`config.mk`:
```
export PLATFORM = sky130hd
export DESIGN_NAME = pdp_image_loader
export DESIGN_NICKNAME = d
export VERILOG_FILES = /design/src/rtl/pdp_image_loader.sv
export SDC_FILE = /design/constraint.sdc
export NUM_CORES = 1
export LEC_CHECK = 0
export CAP_MARGIN = 10
export CORE_MARGIN = 10
export CORE_UTILIZATION = 45
export CTS_CLUSTER_DIAMETER = 100
export DETAILED_ROUTE_END_ITERATION = 8
export GPL_TIMING_DRIVEN = 0
export PLACE_DENSITY_LB_ADDON = 0.3
export SLEW_MARGIN = 10
export SYNTH_ARGS = -nofsm -noshare
export SYNTH_HDL_FRONTEND = slang
export SYNTH_SLANG_ARGS = --single-unit
```
`constraint.sdc`:
```
create_clock -name clock -period 9.3 [get_ports clock]
set_input_delay 1.86 -clock clock [delete_from_list [all_inputs] [get_ports clock]]
set_output_delay 1.86 -clock clock [all_outputs]
set_load 0.005 [all_outputs]
```
`src/rtl/pdp_image_loader.sv`:
```
// Octal paper-tape style image loader: parses '*' (start PC), '@' (address) and '-' (data word)
// records from an ASCII byte stream into word writes. Optional checksum output: LOADER_CHECKSUM_EN.
module pdp_image_loader #(
  parameter logic [15:0] LOAD_BASE = 16'o000000
) (
  input  logic        clock,
  input  logic        reset,
  input  logic [7:0]  in_data,
  input  logic        in_valid,
  input  logic        in_last,
  output logic        in_ready,
  output logic        mem_we,
  output logic [15:0] mem_addr,
  output logic [15:0] mem_wdata,
  input  logic        mem_ready,
  output logic [15:0] start_pc,
  output logic        start_valid,
  output logic [15:0] word_count,
  output logic        done,
  output logic        err
`ifdef LOADER_CHECKSUM_EN
  ,
  output logic [15:0] checksum
`endif
);

  localparam int unsigned W = 16;

  localparam logic [1:0] S_IDLE   = 2'd0;
  localparam logic [1:0] S_NUM    = 2'd1;
  localparam logic [1:0] S_COMMIT = 2'd2;
  localparam logic [1:0] S_DONE   = 2'd3;

  localparam logic [1:0] T_START = 2'd0;
  localparam logic [1:0] T_ADDR  = 2'd1;
  localparam logic [1:0] T_DATA  = 2'd2;

  logic [1:0]   r_state, w_state_n;
  logic [1:0]   r_type, w_type_n;
  logic [W-1:0] r_acc, w_acc_n;
  logic         r_has_dig, w_has_dig_n;
  logic [W-1:0] r_addr, w_addr_n;
  logic         r_last, w_last_n;
  logic         r_mem_we, w_mem_we_n;
  logic [W-1:0] r_mem_addr, w_mem_addr_n;
  logic [W-1:0] r_mem_wdata, w_mem_wdata_n;
  logic [W-1:0] r_start_pc, w_start_pc_n;
  logic         r_start_valid, w_start_valid_n;
  logic [W-1:0] r_word_count, w_word_count_n;
  logic         r_done, w_done_n;
  logic         r_err, w_err_n;
`ifdef LOADER_CHECKSUM_EN
  logic [W-1:0] r_csum, w_csum_n;
`endif

  logic         w_is_ws, w_is_sym, w_is_dig, w_fire;
  logic [1:0]   w_sym_type;
  logic         w_close, w_close_dig, w_close_last;
  logic [1:0]   w_close_type;
  logic [W-1:0] w_close_acc;

  assign w_is_ws  = (in_data == 8'h20) || (in_data == 8'h09) || (in_data == 8'h0A) || (in_data == 8'h0D);
  assign w_is_sym = (in_data == 8'h2A) || (in_data == 8'h40) || (in_data == 8'h2D);
  assign w_is_dig = (in_data >= 8'h30) && (in_data <= 8'h37);
  assign w_sym_type = (in_data == 8'h2A) ? T_START : ((in_data == 8'h40) ? T_ADDR : T_DATA);

  // A symbol arriving in NUM terminates the record but is left for IDLE to consume.
  assign in_ready = (r_state == S_IDLE) || ((r_state == S_NUM) && !(in_valid && w_is_sym));
  assign w_fire   = in_valid && in_ready;

  always_comb begin
    w_state_n       = r_state;
    w_type_n        = r_type;
    w_acc_n         = r_acc;
    w_has_dig_n     = r_has_dig;
    w_addr_n        = r_addr;
    w_last_n        = r_last;
    w_mem_we_n      = r_mem_we;
    w_mem_addr_n    = r_mem_addr;
    w_mem_wdata_n   = r_mem_wdata;
    w_start_pc_n    = r_start_pc;
    w_start_valid_n = 1'b0;
    w_word_count_n  = r_word_count;
    w_err_n         = r_err;
`ifdef LOADER_CHECKSUM_EN
    w_csum_n        = r_csum;
`endif
    w_close         = 1'b0;
    w_close_type    = r_type;
    w_close_acc     = r_acc;
    w_close_dig     = r_has_dig;
    w_close_last    = 1'b0;

    case (r_state)
      S_IDLE: begin
        if (w_fire) begin
          if (w_is_sym) begin
            w_type_n    = w_sym_type;
            w_acc_n     = '0;
            w_has_dig_n = 1'b0;
            w_state_n   = S_NUM;
            if (in_last) begin
              w_close      = 1'b1;
              w_close_type = w_sym_type;
              w_close_acc  = '0;
              w_close_dig  = 1'b0;
              w_close_last = 1'b1;
            end
          end else if (!w_is_ws) begin
            w_err_n = 1'b1;
            if (in_last) w_state_n = S_DONE;
          end else if (in_last) begin
            w_state_n = S_DONE;
          end
        end
      end
      S_NUM: begin
        if (in_valid) begin
          if (w_is_sym) begin
            w_close = 1'b1;
          end else if (w_is_dig) begin
            w_acc_n     = {r_acc[12:0], in_data[2:0]};
            w_has_dig_n = 1'b1;
            if (in_last) begin
              w_close      = 1'b1;
              w_close_acc  = {r_acc[12:0], in_data[2:0]};
              w_close_dig  = 1'b1;
              w_close_last = 1'b1;
            end
          end else if (w_is_ws) begin
            w_close      = 1'b1;
            w_close_last = in_last;
          end else begin
            w_err_n   = 1'b1;
            w_state_n = in_last ? S_DONE : S_IDLE;
          end
        end
      end
      S_COMMIT: begin
        if (mem_ready) begin
          w_mem_we_n     = 1'b0;
          w_addr_n       = r_addr + W'(2);
          w_word_count_n = r_word_count + W'(1);
`ifdef LOADER_CHECKSUM_EN
          w_csum_n       = r_csum + r_mem_wdata;
`endif
          w_state_n      = r_last ? S_DONE : S_IDLE;
        end
      end
      S_DONE: begin
      end
    endcase

    // Record close: act on the accumulated value according to the record type.
    if (w_close) begin
      if (!w_close_dig) begin
        w_err_n   = 1'b1;
        w_state_n = w_close_last ? S_DONE : S_IDLE;
      end else begin
        case (w_close_type)
          T_START: begin
            w_start_pc_n    = w_close_acc;
            w_start_valid_n = 1'b1;
            w_state_n       = w_close_last ? S_DONE : S_IDLE;
          end
          T_ADDR: begin
            w_addr_n  = {w_close_acc[W-1:1], 1'b0};
            if (w_close_acc[0]) w_err_n = 1'b1;
            w_state_n = w_close_last ? S_DONE : S_IDLE;
          end
          default: begin
            w_mem_we_n    = 1'b1;
            w_mem_addr_n  = r_addr;
            w_mem_wdata_n = w_close_acc;
            w_last_n      = w_close_last;
            w_state_n     = S_COMMIT;
          end
        endcase
      end
    end

    w_done_n = r_done || (w_state_n == S_DONE);
  end

  always_ff @(posedge clock or posedge reset) begin
    if (reset) begin
      r_state       <= S_IDLE;
      r_type        <= T_DATA;
      r_acc         <= '0;
      r_has_dig     <= 1'b0;
      r_addr        <= LOAD_BASE;
      r_last        <= 1'b0;
      r_mem_we      <= 1'b0;
      r_mem_addr    <= '0;
      r_mem_wdata   <= '0;
      r_start_pc    <= '0;
      r_start_valid <= 1'b0;
      r_word_count  <= '0;
      r_done        <= 1'b0;
      r_err         <= 1'b0;
`ifdef LOADER_CHECKSUM_EN
      r_csum        <= '0;
`endif
    end else begin
      r_state       <= w_state_n;
      r_type        <= w_type_n;
      r_acc         <= w_acc_n;
      r_has_dig     <= w_has_dig_n;
      r_addr        <= w_addr_n;
      r_last        <= w_last_n;
      r_mem_we      <= w_mem_we_n;
      r_mem_addr    <= w_mem_addr_n;
      r_mem_wdata   <= w_mem_wdata_n;
      r_start_pc    <= w_start_pc_n;
      r_start_valid <= w_start_valid_n;
      r_word_count  <= w_word_count_n;
      r_done        <= w_done_n;
      r_err         <= w_err_n;
`ifdef LOADER_CHECKSUM_EN
      r_csum        <= w_csum_n;
`endif
    end
  end

  assign mem_we      = r_mem_we;
  assign mem_addr    = r_mem_addr;
  assign mem_wdata   = r_mem_wdata;
  assign start_pc    = r_start_pc;
  assign start_valid = r_start_valid;
  assign word_count  = r_word_count;
  assign done        = r_done;
  assign err         = r_err;
`ifdef LOADER_CHECKSUM_EN
  assign checksum    = r_csum;
`endif

endmodule
```
-- After elaboration in Yosys (flattened, before gate mapping)
Index checks and enable logic that the tools add are counted.
Widths: inputs -> output; s select.
- equality and inequality tests: 16
- add/subtract/negate cells: 2
- order comparisons: 2
- $mul: 0
- reduce and logical (&&, ||, !) cells: 21
- divide/modulo/power cells: 0
- bitwise gates (word level): 1
- multiplexer cells: 86
- shifts and indexed selects: 0
- operator list (operator ; number):
    $mux 16 ; 17
    $pmux 16 s2 ; 2
    $mux 1 ; 41
    $mux 2 ; 20
    $eq 8x4->1 const B ; 3
    $eq 8x6->1 const B ; 3
    $add 16x1->16 const B ; 1
    $add 16x2->16 const B ; 1
    $ne 2x2->1 const B ; 5
    $pmux 1 s2 ; 5
    $reduce_and 3->1 ; 3
    $eq 8x7->1 const B ; 1
    $ge 8x6->1 const B ; 1
    $le 8x6->1 const B ; 1
    $logic_or 1x1->1 ; 7
    $pmux 2 s3 ; 1
    $reduce_and 6->1 ; 1
    $eq 2x1->1 const B ; 2
    $eq 2x2->1 const B ; 2
    $logic_and 1x1->1 ; 4
    $logic_not 2->1 ; 2
    $reduce_and 2->1 ; 1
    $reduce_bool 2->1 ; 1
    $reduce_or 2->1 ; 1
    other kinds (2) ; 2
- ROM bits: 0
- register bits after elaboration: 106
- memories kept: 0
- bits in latches: 0
- output and inout port bits: 69
- bits in writable memories: 0

-- Logic depth before layout (Yosys ltp)
Gate-level depths: netlist of run 1.
- depth after elaboration: 17
- gate-level depth with buffers: 9
- gate-level depth less buffers: 6

-- Least setup slack after synthesis of run 1
No wires, ideal clock.
- path type: input port to output port
- start: in in_data[1]
- end: out in_ready
- data required time: 7.440 ns
- stages on the path: 5
- slack: 4.416 ns
- arrival time: 3.024 ns
- path buffers: 1
- path through: clkbuf_2 or4b_4 a21o_1 nand2_1 a31oi_1
- word-level cells in the longest chain between the ends: 7
- ends and longest elaborated chain (item ; line ; source):
    start, declared ; 8 ; input logic [7:0] in_data,
    $eq 8x6->1 or $eq 8x7->1 (tied branches) ; 63 ; assign w_is_sym = (in_data == 8'h2A) || (in_data == 8'h40) || (in_data == 8'h2D);
    $logic_or 1x1->1 ; 63 ;
    $logic_or 1x1->1 (*) ; 63 ;
    $logic_and 1x1->1 (*) ; 68 ; assign in_ready = (r_state == S_IDLE) || ((r_state == S_NUM) && !(in_valid && w_is_sym));
    $logic_not 1->1 (*) ; 68 ;
    $logic_and 1x1->1 (*) ; 68 ;
    $logic_or 1x1->1 (*) ; 68 ;
    end, declared ; 11 ; output logic in_ready,
Mark *: on every way between the ends. The rest lies on a longest branch, timed or not.

-- Worst setup path after layout of run 1
- start: in in_data[6]
- end: out in_ready
The elaborated chain is that of the path after synthesis.

==> reports/results.tsv, run 1 <==
stage	metric	value	unit
clock_network	Inserted Clock Buffers	9	
logic_synthesis	post-synth top area share	50.66	%
critical_path	crit path DAT	4.11	ns
global_routing	GRT Util Overall	15.15	%
floorplanning	Initial Utilization	46.52	%
critical_path	crit start category	input port	
logic_synthesis	Async SR Flop Fraction	100.0	%
route	DR DRC count	0	
logic_synthesis	largest family of logic cells by synthesized area	multiplexers	
logic_synthesis	Ys Warns	0	
logic_synthesis	most area-consuming cells after synthesis	dfrtp_1 51%, mux2_4 7.4%, mux2_2 4.4%, mux2_1 4.2%, nand2_1 4.0%	
sta	RSZ-0062 raised after global routing	false	
clock_network	hold_buf cts	0	
finish	Fill cells	942	
clock_network	CTS max path bufs	2	
clock_network	number of H-tree levels	3	
sta	Final WS setup	3.331	ns
critical_path	Worst Path Required	7.44	ns
critical_path	CP dominant cell by count	clkdlybuf4s50_1	
clock_network	setup bufs post-CTS	0	
route	DR WL/cell	18.26	um
route	initial drt markers	433	
global_routing	initial antenna violation count	0	
pwr	Worst VDD drop	69.51	uV
sta	pins over their slew limit	0	
logic_synthesis	complex-gate fraction of the synthesized area	10.38	%
route	Detailed Route WL	11.89	mm
route	via count	3595	
floorplanning	Die H	126.3	um
route	routed vias/inst	5.522	
logic_synthesis	adder-cell share of the synthesized area	0.4919	%
flow_run	max-cap viol count	0	
logic_synthesis	Mapped Nets	430	
floorplanning	io pins	82	
finish	nets@finish	521	
global_routing	largest net degree at the start of global routing	61	
clock_network	Resized cells post-CTS	0	
floorplanning	die width	126.3	um
clock_network	Worst-Skew Late Latency	0.34	ns
sta	Hold Violations, Final	0	
route	Antenna Nets Post-Route	0	
floorplanning	core area	10940	um^2
global_routing	vias in the first global route	3684	
sta	setup TNS	0	ns
sta	fin crit period	5.969	ns
min_path	Tightest Hold Check Type	register to register	
sta	post-route clock period utilization	64.18	%
clock_network	TritonCTS clock tree	built	
critical_path	critical setup path kind	input port to output pin	
floorplanning	FP Rows	38	
route	Pre-Repair DR Iteration Count	5	
global_routing	grt ovf	0	
logic_synthesis	cell count after synthesis	415	
clock_network	root buf cell	clkbuf_16	
logic_synthesis	Synth cell types	63	
placement	I/O Buffers	79	
logic_synthesis	Synth Register Bits	104	
finish	# diodes	0	
placement	placed wire-length estimate	8.746	mm
logic_synthesis	Netlist Area Pre-Place	5087	um^2
critical_path	maximum fanout along the worst path	9	
logic_synthesis	Top FF cell, synth	dfrtp_1	
logic_synthesis	Post-synth EDFFs	0	
sta	Setup Skew	0.007062	ns
sta	Setup violations, final	0	
sta	fmax	167.5	MHz
floorplanning	full die area	15960	um^2
placement	pre-CTS WS	3.330	ns
logic_synthesis	Syn Area/Cell	12.26	um^2
finish	area grow syn2layout	25.63	%
outcome	status	complete, no violations	
critical_path	register-to-register setup slack	6.49	ns
critical_path	slowest library cell on the worst path	clkdlybuf4s50_1	
logic_synthesis	post-synthesis xor/xnor area fraction	4.993	%
sta	Slew HR	47.66	%
clock_network	Clock Sinks	104	
critical_path	worst stage delay on the critical path	0.70	ns
critical_path	crit path cell chain	clkdlybuf4s50_1, or4b_4, a21o_1, nand2_1, a31oi_1, clkdlybuf4s50_1	
logic_synthesis	post-synthesis mux area share	16.21	%
logic_synthesis	biggest area consumer among synthesized cells	dfrtp_1	
critical_path	crit path capture type	output pin	
sta	Slew @ Worst Pin	0.7769	ns
pwr	Pwr per Cell Area	153.5	nW/um^2
global_routing	first-pass GRT wire length	19.85	mm
logic_synthesis	sequential fraction of the synthesis area	51.18	%
clock_network	Clock Pin Slew Worst Setup and Hold Paths	0.06	ns
pwr	LEAKAGE	2.855	nW
logic_synthesis	simple-gate share of the synthesized area	13.18	%
placement	routability cong.	0.8499	
finish	fraction of layout cells with a size suffix above 1	16.83	%
-- critical path, delay by kind of cell --
kind	cells	cell delay (ns)
buffers and inverters	2	1.17
and+or+nand+nor	2	0.74
AOI/OAI and AO/OA	2	0.35
-- where the power goes --
| part | total, mW | internal [mW] | switching, mW |
|---|---|---|---|
| clock network | 0.387 | 0.224 | 0.163 |
| logic | 0.0995 | 0.0518 | 0.0477 |
| registers | 0.495 | 0.471 | 0.0234 |
-- metal layers --
layer	track usage, %	vias to the layer above	part of all wire (%)
met2	23.79	117	48
li1	-	1674	-
met5	0	-	0
met1	19.58	1788	44
met4	5.827	0	1.9
met3	3.998	16	5.6
-- cell families after synthesis --
family,Yosys count
buf+inv,25
fa+ha+maj,2
xor+xnor,29
flops,104
compound gates,66
other cells,1
mux,65
simple gates,123
-- sequential cells by signal, indices dropped and copies added, names as in the netlist --
signal / flops
err: 1
r_state: 2
word_count: 16
r_has_dig: 1
mem_addr: 15
done: 1
mem_wdata: 16
start_valid: 1
start_pc: 16
r_acc: 16
mem_we: 1
r_last: 1
r_type: 2
r_addr: 15
-- cells in the final DEF (no fill, tap or decap), types with 7 or more instances in the layout --
cell type,instances
nor2_1,10
xnor2_1,22
clkdlybuf4s50_1,79
a22o_1,16
mux2_1,19
mux2_2,20
o21ai_0,18
nand3_1,11
clkbuf_16,9
dfrtp_1,103
mux2_4,25
nand2_1,54
clkbuf_1,8
xor2_1,7
-- final timing paths --
| check | from | end | cells after the start |
|---|---|---|---|
| max | in_data[6] | in_ready | 6 |
| min reg2reg | done | done | 2 |
| min | done | done | 2 |
| max reg2reg | r_state[1] | r_addr[14] | 6 |
| min in group asynchronous | reset | mem_addr[13] | 2 |
| max in group asynchronous | reset | r_type[1] | 3 |
-- area by class of cell --
class	count	area, um^2	share of cell area [%]
Inverter	7	28.78	0.4503
Multi-Input combinational cell	286	2306	36.08
Clock buffer	12	256.5	4.013
Tap cell	140	175.2	2.741
Buffer	18	151.4	2.369
Timing Repair Buffer	80	818.3	12.80
Sequential cell	104	2604	40.74
Clock inverter	4	51.30	0.8027
-- Yosys cell counts (all sizes together), types with 2 or more instances --
cell type / count
nand3: 11
nand3b: 2
a21oi: 6
o21a: 2
xor2: 7
and2: 4
nor4: 3
a211oi: 2
nor4bb: 3
nand4b: 2
o21ai: 19
o211ai: 2
a21o: 6
buf: 10
ha: 2
dfrtp: 103
nand4: 6
a31oi: 3
clkbuf: 8
and3: 3
nor3: 4
nor2: 10
a22o: 16
nor2b: 3
or3b: 2
xnor2: 22
and4bb: 2
nand2b: 2
and4: 4
mux2: 64
nand2: 54
inv: 7
nor3b: 3
-- metrics by stage --
step	instances	util [%]	area (um^2)	hold slack [ns]	power (mW)
after detailed placement	635	55.63	6083	0.4571	0.6033
after global placement	634	55.35	6053	0.4538	0.5996
final	651	58.44	6391	0.4673	0.9811
after CTS	651	58.44	6391	0.4705	0.9908
after floorplan	415	-	5087	0.4610	0.5580
after global routing	651	58.44	6391	0.4847	1.030
Note: power is estimated with default switching activity, not from simulation.
==> inputs of run 2 (changes only) <==
==> constraint.sdc (replaced) <==
create_clock -name clock -period 6.21 [get_ports clock]
set_input_delay 1.242 -clock clock [delete_from_list [all_inputs] [get_ports clock]]
set_output_delay 1.242 -clock clock [all_outputs]
set_load 0.005 [all_outputs]
==> results of run 2 <==
The final DEF is identical to that of run 1. Status: complete, no violations.
Among the figures that moved: setup slack after placement 3.330 ns -> 1.476 ns; setup slack after layout 3.331 ns -> 1.477 ns; register-to-register setup slack 6.49 ns -> 3.40 ns; total power 0.9811 mW -> 1.469 mW; worst IR drop on VDD 69.51 uV -> 104.1 uV
